### config.mk
export PLATFORM = sky130hd
export DESIGN_NAME = cnn_layer_accel_weight_loader
export DESIGN_NICKNAME = d
export VERILOG_FILES = /design/src/rtl/cnn_layer_accel_pkg.sv /design/src/rtl/cnn_layer_accel_weight_loader.sv
export SDC_FILE = /design/constraint.sdc
export NUM_CORES = 1
export LEC_CHECK = 0
export CAP_MARGIN = 30
export CORE_ASPECT_RATIO = 0.8
export CORE_MARGIN = 1
export CORE_UTILIZATION = 44
export DETAILED_ROUTE_END_ITERATION = 12
export PLACE_DENSITY_LB_ADDON = 0.15
export SYNTH_ARGS = -nofsm -noshare
export SYNTH_HDL_FRONTEND = slang
export SYNTH_SLANG_ARGS = --single-unit
### constraint.sdc
create_clock -name clk -period 2.2 [get_ports clk]
set_input_delay 0.33 -clock clk [delete_from_list [all_inputs] [get_ports clk]]
set_output_delay 0.33 -clock clk [all_outputs]
set_load 0.01 [all_outputs]
### src/rtl/cnn_layer_accel_pkg.sv
// cnn_layer_accel_pkg: definitions shared by the weight loader and the weight table.
package cnn_layer_accel_pkg;
   localparam int KERNEL_3x3_COUNT_FULL_MINUS_1 = 8;
   localparam int WEIGHT_WIDTH                  = 16;
   localparam int WHT_TBL_MAX_KERNELS           = 64;
   typedef enum logic [2:0] {IDLE, ACCEPT, LOAD, FLUSH, FINISH} wl_state_e;
endpackage

### src/rtl/cnn_layer_accel_weight_loader.sv
// cnn_layer_accel_weight_loader: streams 3x3 kernel weights of one layer job into the weight table.
//   job_*               : job request/handshake (start, kernel count, busy, done, error)
//   wht_in_*            : ready/valid weight stream, kernel-major, weight index 0..8
//   config_mode, job_accept, kernel_config_valid, num_kernels, wht_config_* : weight table config port
module cnn_layer_accel_weight_loader
   import cnn_layer_accel_pkg::*;
#(
   parameter int C_WEIGHT_WIDTH = WEIGHT_WIDTH,
   parameter int C_KERNEL_SIZE  = KERNEL_3x3_COUNT_FULL_MINUS_1 + 1,
   parameter int C_MAX_KERNELS  = WHT_TBL_MAX_KERNELS
) (
   input  logic                      clk,
   input  logic                      rst_n,
   input  logic                      job_start,
   input  logic [15:0]               job_num_kernels,
   output logic                      job_busy,
   output logic                      job_done,
   output logic                      job_err,
   input  logic                      wht_in_valid,
   input  logic [C_WEIGHT_WIDTH-1:0] wht_in_data,
   output logic                      wht_in_ready,
   output logic                      config_mode,
   output logic                      job_accept,
   output logic                      kernel_config_valid,
   output logic [15:0]               num_kernels,
   output logic                      wht_config_wren,
   output logic [C_WEIGHT_WIDTH-1:0] wht_config_data
);
   localparam logic [3:0]  W_LAST = 4'(C_KERNEL_SIZE - 1);
   localparam logic [15:0] K_MAX  = 16'(C_MAX_KERNELS - 1);
   wl_state_e                 state_q, state_d;
   logic [15:0]               nk_q, nk_d;
   logic [3:0]                widx_q, widx_d;
   logic [5:0]                kidx_q, kidx_d;
   logic                      busy_q, busy_d, done_q, done_d, err_q, err_d;
   logic                      ready_q, ready_d, cfg_q, cfg_d, acc_q, acc_d, kcv_q, kcv_d;
   logic                      wren_q, wren_d;
   logic [C_WEIGHT_WIDTH-1:0] wdata_q, wdata_d;
   logic                      take, wrap, last;
   always_comb begin
      state_d = state_q;
      nk_d    = nk_q;
      widx_d  = widx_q;
      kidx_d  = kidx_q;
      err_d   = 1'b0;
      take    = wht_in_valid && ready_q;
      wrap    = widx_q == W_LAST;
      last    = take && wrap && kidx_q == nk_q[5:0];
      case (state_q)
         IDLE: begin
            if (job_start && job_num_kernels > K_MAX) err_d = 1'b1;
            else if (job_start) begin
               nk_d    = job_num_kernels;
               widx_d  = '0;
               kidx_d  = '0;
               state_d = ACCEPT;
            end
         end
         ACCEPT: state_d = LOAD;
         LOAD: begin
            if (take) begin
               widx_d = wrap ? 4'd0 : widx_q + 4'd1;
               kidx_d = wrap ? kidx_q + 6'd1 : kidx_q;
            end
            if (last) state_d = FLUSH;
         end
         FLUSH:   state_d = FINISH;
         FINISH:  state_d = IDLE;
         default: state_d = IDLE;
      endcase
      busy_d  = state_d != IDLE;
      acc_d   = state_d == ACCEPT || state_d == FINISH;
      kcv_d   = state_d == ACCEPT;
      cfg_d   = state_d == ACCEPT || state_d == LOAD || state_d == FLUSH;
      done_d  = state_d == FINISH;
      // ready is a registered view of LOAD, so it rises one cycle after LOAD is entered
      ready_d = state_q == LOAD && state_d == LOAD;
      wren_d  = take;
      wdata_d = take ? wht_in_data : wdata_q;
   end
   always_ff @(posedge clk) begin
      if (!rst_n) begin
         state_q <= IDLE;
         nk_q    <= '0;
         widx_q  <= '0;
         kidx_q  <= '0;
         busy_q  <= 1'b0;
         done_q  <= 1'b0;
         err_q   <= 1'b0;
         ready_q <= 1'b0;
         cfg_q   <= 1'b0;
         acc_q   <= 1'b0;
         kcv_q   <= 1'b0;
         wren_q  <= 1'b0;
         wdata_q <= '0;
      end else begin
         state_q <= state_d;
         nk_q    <= nk_d;
         widx_q  <= widx_d;
         kidx_q  <= kidx_d;
         busy_q  <= busy_d;
         done_q  <= done_d;
         err_q   <= err_d;
         ready_q <= ready_d;
         cfg_q   <= cfg_d;
         acc_q   <= acc_d;
         kcv_q   <= kcv_d;
         wren_q  <= wren_d;
         wdata_q <= wdata_d;
      end
   end
   assign job_busy            = busy_q;
   assign job_done            = done_q;
   assign job_err             = err_q;
   assign wht_in_ready        = ready_q;
   assign config_mode         = cfg_q;
   assign job_accept          = acc_q;
   assign kernel_config_valid = kcv_q;
   assign num_kernels         = nk_q;
   assign wht_config_wren     = wren_q;
   assign wht_config_data     = wdata_q;
endmodule

==> summary.txt, run 1 <==
Floorplanning
  • IO Pins: 76
  • Die height: 63.5 um
  • Die W: 78.8 um
  • Initial Util: 0.476
  • Die area: 5000 um2
  • Core footprint: 4360 um2
  • # rows: 21

Flow run
  • Max-Cap Viols: 0

Cells and area
  • Nets@finish: 345
  • Fin util: 0.688
  • Layout area overhead: 44.3%
  • Antenna Cells: 0
  • Layout cells sized above 1: 0.0651
  • Fillers: 373

Routing
  • Routed WL: 4590 um
  • Drt pass-1 iters: 4
  • Routed Antenna Nets: 0
  • DRC: 0
  • Vias: 1856
  • Vias per cell: 5.10
  • DR iter-0 viols: 92
  • Wire per inst: 12.6 um

Yosys
  • Adder-Cell Fraction of Synth Area: 0.0181
  • Main combinational cell family by area after synthesis: simple AND/OR/NAND/NOR gates
  • Synth warn: 0
  • Seq/Total Area, Yosys: 0.511
  • Top cell type by total area after synthesis: dfxtp_1
  • Post-synth cell types: 41
  • Synth area leaders: dfxtp_1 (51%), nand2_1 (7.4%), a21oi_1 (6.5%)
  • Synth top cells by count: dfxtp_1 (53), nand2_1 (41), a21oi_1 (27)
  • Main synth FF type: dfxtp_1
  • Cell with the most instances after synthesis: dfxtp_1
  • Syn Nets: 267
  • Simple-gate area share of the yosys netlist: 0.263
  • Multiplexer share of the synthesized area: 0.0337
  • Post-synth EDFFs: 0
  • Synth Cell Area: 2080 um2
  • Area share of the largest cell type after synthesis: 0.511
  • Ys async rst share: 0
  • Cell count after synthesis: 228
  • Synth Register Bits: 53
  • Post-synthesis xor/xnor area fraction: 0.0295
  • Compound-Gate Fraction of Synth Area: 0.113
  • Avg Inst Size Synth: 9.12 um2

Worst setup path
  • Worst R2R Path Depth: 7
  • Setup crit start: job_num_kernels[10]
  • Critical-path top delay cell: or4_1
  • Reg-to-reg critical path startpoint: widx_q[0]
  • Worst-path cell chain: clkdlybuf4s50_1 > nor4_4 > a311oi_1 > buf_4 > or4_1 > a21oi_1
  • Required @ worst endpoint: 2.44 ns
  • CP startpoint kind: input pin
  • FF-to-FF setup slack: 0.40 ns
  • Reg2reg end: kidx_q[4]
  • Slowest stage delay, CP: 0.47 ns
  • Worst setup EP type: flip-flop
  • Critical Path AT: 2.06 ns
  • Maximum fanout along the worst path: 11
  • Setup CP Type: in -> reg

Clock tree
  • Post-CTS Resized: 0
  • Root Driver: clkbuf_8
  • CTS clk-pin slew, worst paths: 0.09 ns
  • Post-CTS Hold Buffers: 0
  • Total CTS buffers: 5
  • CTS tree: built
  • Worst skew pair latency: 0.30 ns
  • H-tree depth: 2
  • Clk sinks: 53
  • Clock buffer depth: 2
  • # Post-CTS Setup Buffers: 0

Timing
  • Tcrit/Tclk final: 0.826
  • Final hold vios: 0
  • Slew Viols, Final: 0
  • Worst Skew: 0.00587 ns
  • Final setup violation count: 0
  • Clock period minus worst slack: 1.82 ns
  • Slew of the pin with the lowest slew margin: 0.590 ns
  • Min Hold Slack: 0.457 ns
  • Setup TNS Final: 0 ns
  • Max Clk Rate: 0.550 GHz
  • Final worst-path setup slack: 0.383 ns
  • RSZ-0062 raised after global routing: false
  • Normalized max-slew margin: 0.606

Hold path
  • Hold crit path type: reg -> reg
  • Worst Hold Path EP: wht_config_data[0]
  • Worst hold path startpoint: wht_config_data[0]
  • Cells on Worst Hold Path: 2

Power
  • Worst vdd ir: 0.387 mV
  • Design Power: 1600 uW
  • Static Leakage: 0.00115 uW
  • PD cells: 534 nW/um2

GRT
  • First-pass GRT wire length: 7860 um
  • Largest net degree at the start of global routing: 27
  • Initial antenna violation count: 0
  • Grt ovf: 0
  • Vias in the first global route: 1744
  • Gr usage total: 0.204

Outcome
  • Status: complete, no violations

Placement
  • PortBufs: 75
  • DP Worst Slack: 0.0615 ns
  • Final HPWL DP: 3360 um
  • Routability congestion estimate: 0.776
-- routing by layer --
metal / vias up / routed length [um] / track usage
met1: 852 / 2080 / 0.249
met2: 69 / 2120 / 0.335
met3: 5 / 327 / 0.0652
met4: 0 / 59 / 0.0773
met5: - / 0 / 0
li1: 930 / - / -
-- registers in the layout, indices dropped and copies added, names as in the netlist --
signal,cells
wht_config_data,16
job_done,1
wht_in_ready,1
state_q,3
kidx_q,6
num_kernels,16
kernel_config_valid,1
job_accept,1
widx_q,4
job_err,1
job_busy,1
wht_config_wren,1
config_mode,1
-- where the power goes --
group / total, uW / switching [uW] / internal [uW]
clock network: 533 / 313 / 220
registers: 960 / 0.317 / 959
logic: 108 / 40.1 / 67.6
total: 1600 / 354 / 1250
-- worst max-delay path by stage --
stage	end	slack, ns	depth (start not counted)
after CTS	kidx_q[3]	0.39	6
after detailed placement	kidx_q[4]	0.06	6
after floorplan	kidx_q[5]	0.53	7
after global routing	kidx_q[4]	0.23	6
final	kidx_q[4]	0.38	6
after global placement	kidx_q[5]	0.09	6
-- cell type report --
cell class              count  area, um2  area share
clock inverters             3       17.5     0.00584
multi-input cells         159        950       0.317
inverters                   6       22.5     0.00751
repair buffers             81        808       0.270
well taps                  57       71.3      0.0238
flip-flops and latches     53       1060       0.354
clock buffers               5       68.8      0.0229
-- per-stage QoR --
step / std cells / cell area (um2)
final: 364 / 3000
after detailed placement: 356 / 2910
after global routing: 364 / 3000
after floorplan: 228 / 2080
after CTS: 364 / 3000
after global placement: 356 / 2910
-- cells in the final DEF (no fill, tap or decap), types with 2 or more instances in the layout --
cell type | synthesis | final
o21ai_1 | 2 | 2
nand4_1 | 2 | 2
nand2_1 | 41 | 41
mux2i_1 | 7 | 7
clkinv_2 | 0 | 2
nor4_4 | 2 | 2
nand3_1 | 7 | 7
inv_1 | 5 | 5
a31oi_1 | 3 | 3
nor2_1 | 16 | 16
clkdlybuf4s50_1 | 0 | 75
dfxtp_1 | 53 | 53
clkbuf_8 | 0 | 5
a21oi_1 | 27 | 27
and2_1 | 13 | 13
ha_1 | 3 | 3
xor2_1 | 6 | 6
or4_1 | 4 | 4
buf_4 | 1 | 5
nor2b_1 | 2 | 2
and3_1 | 2 | 2
o31ai_1 | 4 | 4
-- kinds of logic (layout without fill, tap and decap cells) --
| logic type | count (synthesis) | count (layout) |
|---|---|---|
| muxes | 7 | 7 |
| adders and majority gates | 3 | 3 |
| buffers and inverters | 16 | 95 |
| xor gates and xnor gates | 7 | 7 |
| DFF | 53 | 53 |
| and+or+nand+nor | 101 | 101 |
| AOI/OAI and AO/OA | 41 | 41 |
-- critical path: cells and delay by family --
kind                   cells  cell delay (ns)
and+or+nand+nor            2             0.82
buffers and inverters      2             0.62
AOI/OAI and AO/OA          2             0.29
No activity file was read; power rests on OpenSTA's default activity.
==> run 2: changes to the inputs <==
==> constraint.sdc (replaced) <==
create_clock -name clk -period 1.85 [get_ports clk]
set_input_delay 0.2775 -clock clk [delete_from_list [all_inputs] [get_ports clk]]
set_output_delay 0.2775 -clock clk [all_outputs]
set_load 0.01 [all_outputs]
==> run 2 against run 1 <==
Effect of this change: first-iteration DRC count shrank 37%; clock skew about the same; cell count grew 3.6%; combinational power up 32%; core utilization is 3.7 points higher; cell area up 5.4%; sequential power up 19%; worst hold slack worse by 0.040 ns; critical path depth down 1; count of clock-buffer cells in the layout up 1.
==> summary.txt, run 2 (synthesis gave the netlist of run 1 again) <==
Power
  • P_sw: 413 uW (was 354 uW)
  • Seq pwr share: 0.557 (was 0.600)
  • Worst vdd ir: 0.635 mV (was 0.387 mV)
  • Int Pwr: 1640 uW (was 1250 uW)
  • Clk pwr share: 0.373 (was 0.333)
  • PD cells: 648 nW/um2 (was 534 nW/um2)
  • Static Leakage: 0.00123 uW (was 0.00115 uW)
  • Logic pwr share: 0.070 (was 0.067)
  • Switching share of power: 0.201 (was 0.221)

Routing
  • Vias: 1914 (was 1856)
  • Routed WL: 4870 um (was 4590 um)
  • Wire per inst: 12.9 um (was 12.6 um)
  • Routed Antenna Nets: 0 (unchanged)
  • DR iter-0 viols: 58 (was 92)
  • DRC: 0 (unchanged)
  • Vias per cell: 5.08 (was 5.10)
  • Drt pass-1 iters: 4 (unchanged)

Clock tree
  • H-tree depth: 2 (unchanged)
  • Clock buffer depth: 2 (unchanged)
  • CTS clk-pin slew, worst paths: 0.09 ns (about the same)
  • Total CTS buffers: 5 (unchanged)
  • Clk sinks: 53 (unchanged)
  • Root Driver: clkbuf_8 (unchanged)
  • Worst skew pair latency: 0.29 ns (was 0.30 ns)
  • CTS tree: built (unchanged)

Cells and area
  • Commonest cells after routing, fill and taps aside: clkdlybuf4s50_1 (74), dfxtp_1 (53), nand2_1 (41) (was clkdlybuf4s50_1 (75), dfxtp_1 (53), nand2_1 (41))
  • Fillers: 361 (was 373)
  • Layout area overhead: 52.1% (was 44.3%)
  • Antenna Cells: 0 (unchanged)
  • Commonest non-fill, non-tap cell in the layout: clkdlybuf4s50_1 (unchanged)
  • Layout cells sized above 1: 0.128 (was 0.0651)
  • Nets@finish: 358 (was 345)

Worst setup path
  • Worst setup EP type: flip-flop (unchanged)
  • Buf/Inv on CP: 1 (was 2)
  • Required @ worst endpoint: 2.08 ns (was 2.44 ns)
  • Critical-path top delay cell: or4_4 (was or4_1)
  • Reg2reg end: kidx_q[4] (unchanged)
  • CP startpoint kind: input pin (unchanged)
  • Setup CP Type: in -> reg (unchanged)
  • Maximum fanout along the worst path: 8 (was 11)
  • Slowest stage delay, CP: 0.55 ns (was 0.47 ns)
  • Reg-to-reg critical path startpoint: widx_q[0] (unchanged)
  • Worst R2R Path Depth: 7 (unchanged)
  • FF-to-FF setup slack: 0.07 ns (was 0.40 ns)
  • Critical Path AT: 2.04 ns (was 2.06 ns)
  • Worst-path cell chain: clkdlybuf4s50_1 > nor4_4 > a311oi_4 > or4_4 > a21oi_2 (was clkdlybuf4s50_1 > nor4_4 > a311oi_1 > buf_4 > or4_1 > a21oi_1)
  • Cell family with most CP delay: simple AND/OR/NAND/NOR gates (unchanged)

Timing
  • Slew Viols, Final: 0 (unchanged)
  • Setup TNS Final: 0 ns (unchanged)
  • Slew of the pin with the lowest slew margin: 0.536 ns (was 0.590 ns)
  • Max Clk Rate: 0.553 GHz
  • Final setup violation count: 0 (unchanged)
  • Clock period minus worst slack: 1.81 ns
  • Normalized max-slew margin: 0.641 (was 0.606)
  • Final worst-path setup slack: 0.0412 ns (was 0.383 ns)
  • Worst Skew: 0.00620 ns (was 0.00587 ns)
  • Tcrit/Tclk final: 0.978
  • Final hold vios: 0 (unchanged)

Floorplanning
  • Die W: 78.8 um (unchanged)
  • IO Pins: 76 (unchanged)
  • Core footprint: 4360 um2 (unchanged)
  • Die height: 63.5 um (unchanged)
  • Die area: 5000 um2 (unchanged)
  • # rows: 21 (unchanged)
  • Initial Util: 0.476 (unchanged)

Hold path
  • Cells on Worst Hold Path: 3 (was 2)
  • Hold crit path type: in -> reg (was reg -> reg)
  • Worst Hold Path EP: job_err (was wht_config_data[0])
  • Worst hold path startpoint: job_num_kernels[13] (was wht_config_data[0])

Placement
  • Final HPWL DP: 3520 um (was 3360 um)
  • Routability congestion estimate: 0.813 (was 0.776)
  • PortBufs: 75 (unchanged)
  • DP Worst Slack: -0.297 ns (was 0.0615 ns)

GRT
  • Gr usage total: 0.207 (was 0.204)
  • Vias in the first global route: 1839 (was 1744)
  • Gr busiest metal: met2 (unchanged)
  • First-pass GRT wire length: 8220 um (was 7860 um)
  • Grt met3 use: 0.0551 (was 0.0652)
  • Initial antenna violation count: 0 (unchanged)
  • Largest net degree at the start of global routing: 27 (unchanged)
  • Met2 usage: 0.358 (was 0.335)
  • Grt ovf: 0 (unchanged)
  • Met1 Resource Use GR: 0.261 (was 0.249)

Flow run
  • Max-Cap Viols: 0 (unchanged)

Outcome
  • Status: complete, no violations (unchanged)
-- run 2: changes by cell type in the layout (fill, tap and decap cells not counted), moves of 2 or more --
cell	before	now
a21oi_1	27	25
buf_4	5	18
or4_1	4	2
clkinv_2	2	0
a21oi_2	0	2
or4_4	0	2
-- run 2: layout make-up --
class	count	area, um2	area share
Sequential cell	53	1060	0.336
Multi-Input combinational cell	159	995	0.315
Timing Repair Buffer	94	900	0.285
Clock buffer	6	72.6	0.0230
Tap cell	57	71.3	0.0226
Clock inverter	2	38.8	0.0123
Inverter	6	22.5	0.00713
-- run 2: power by group through the flow --
stage          Combinational [uW]  Clock, uW  Sequential (uW)
6_report                      143        765             1140
5_1_grt                       153        841             1140
4_1_cts                       136        792             1140
3_5_place_dp                  135          0             1170
3_3_place_gp                  134          0             1170
2_1_floorplan                33.9          0             1170
-- run 2: worst max path at each step --
stage	start	end	cells past startpoint
global placement	job_num_kernels[11]	kidx_q[3]	6
finish	job_num_kernels[6]	kidx_q[5]	5
global route	job_num_kernels[6]	kidx_q[5]	5
detailed placement	job_num_kernels[11]	kidx_q[4]	6
CTS	state_q[2]	kidx_q[4]	5
floorplan	widx_q[0]	kidx_q[5]	7
-- run 2: worst register-to-register path, stage by stage (launching register included) --
cell	delay [ns]
dfxtp_1	0.34
inv_2	0.08
ha_1	0.14
and3b_2	0.20
o221ai_2	0.12
buf_4	0.18
or4_4	0.51
a21oi_2	0.15
-- run 2: timing repair --
item / 4_1_cts / 5_1_grt
endpoints found under the hold margin: 0 / 0
gates resized for setup: 0 / 11
hold buffers: 0 / 0
setup buffers: 0 / 2
setup endpoints to repair: 0 / 12
-- run 2: routing by layer --
layer | wire (um) | vias up
li1 | - | 956
met1 | 2270 | 901
met2 | 2380 | 55
met3 | 214 | 2
met4 | 8 | 0
met5 | 0 | -
-- run 2: through the flow --
step / hold WS, ns / util / power (uW) / cells / instance area, um2
6_report: 0.417 / 0.725 / 2050 / 377 / 3160
3_3_place_gp: 0.441 / 0.682 / 1300 / 366 / 2980
2_1_floorplan: 0.413 / - / 1200 / 228 / 2080
5_1_grt: 0.404 / 0.725 / 2140 / 377 / 3160
3_5_place_dp: 0.443 / 0.682 / 1300 / 366 / 2980
4_1_cts: 0.462 / 0.708 / 2070 / 374 / 3090
==> run 3: changes to the inputs <==
--- a/config.mk
+++ b/config.mk
@@ -5,7 +5,7 @@
 export SDC_FILE = /design/constraint.sdc
 export NUM_CORES = 1
 export LEC_CHECK = 0
-export CAP_MARGIN = 30
+export CAP_MARGIN = 10
 export CORE_ASPECT_RATIO = 0.8
 export CORE_MARGIN = 1
 export CORE_UTILIZATION = 44
==> results of run 3 <==
No change in the layout: final DEF, timing and power equal those of run 2.
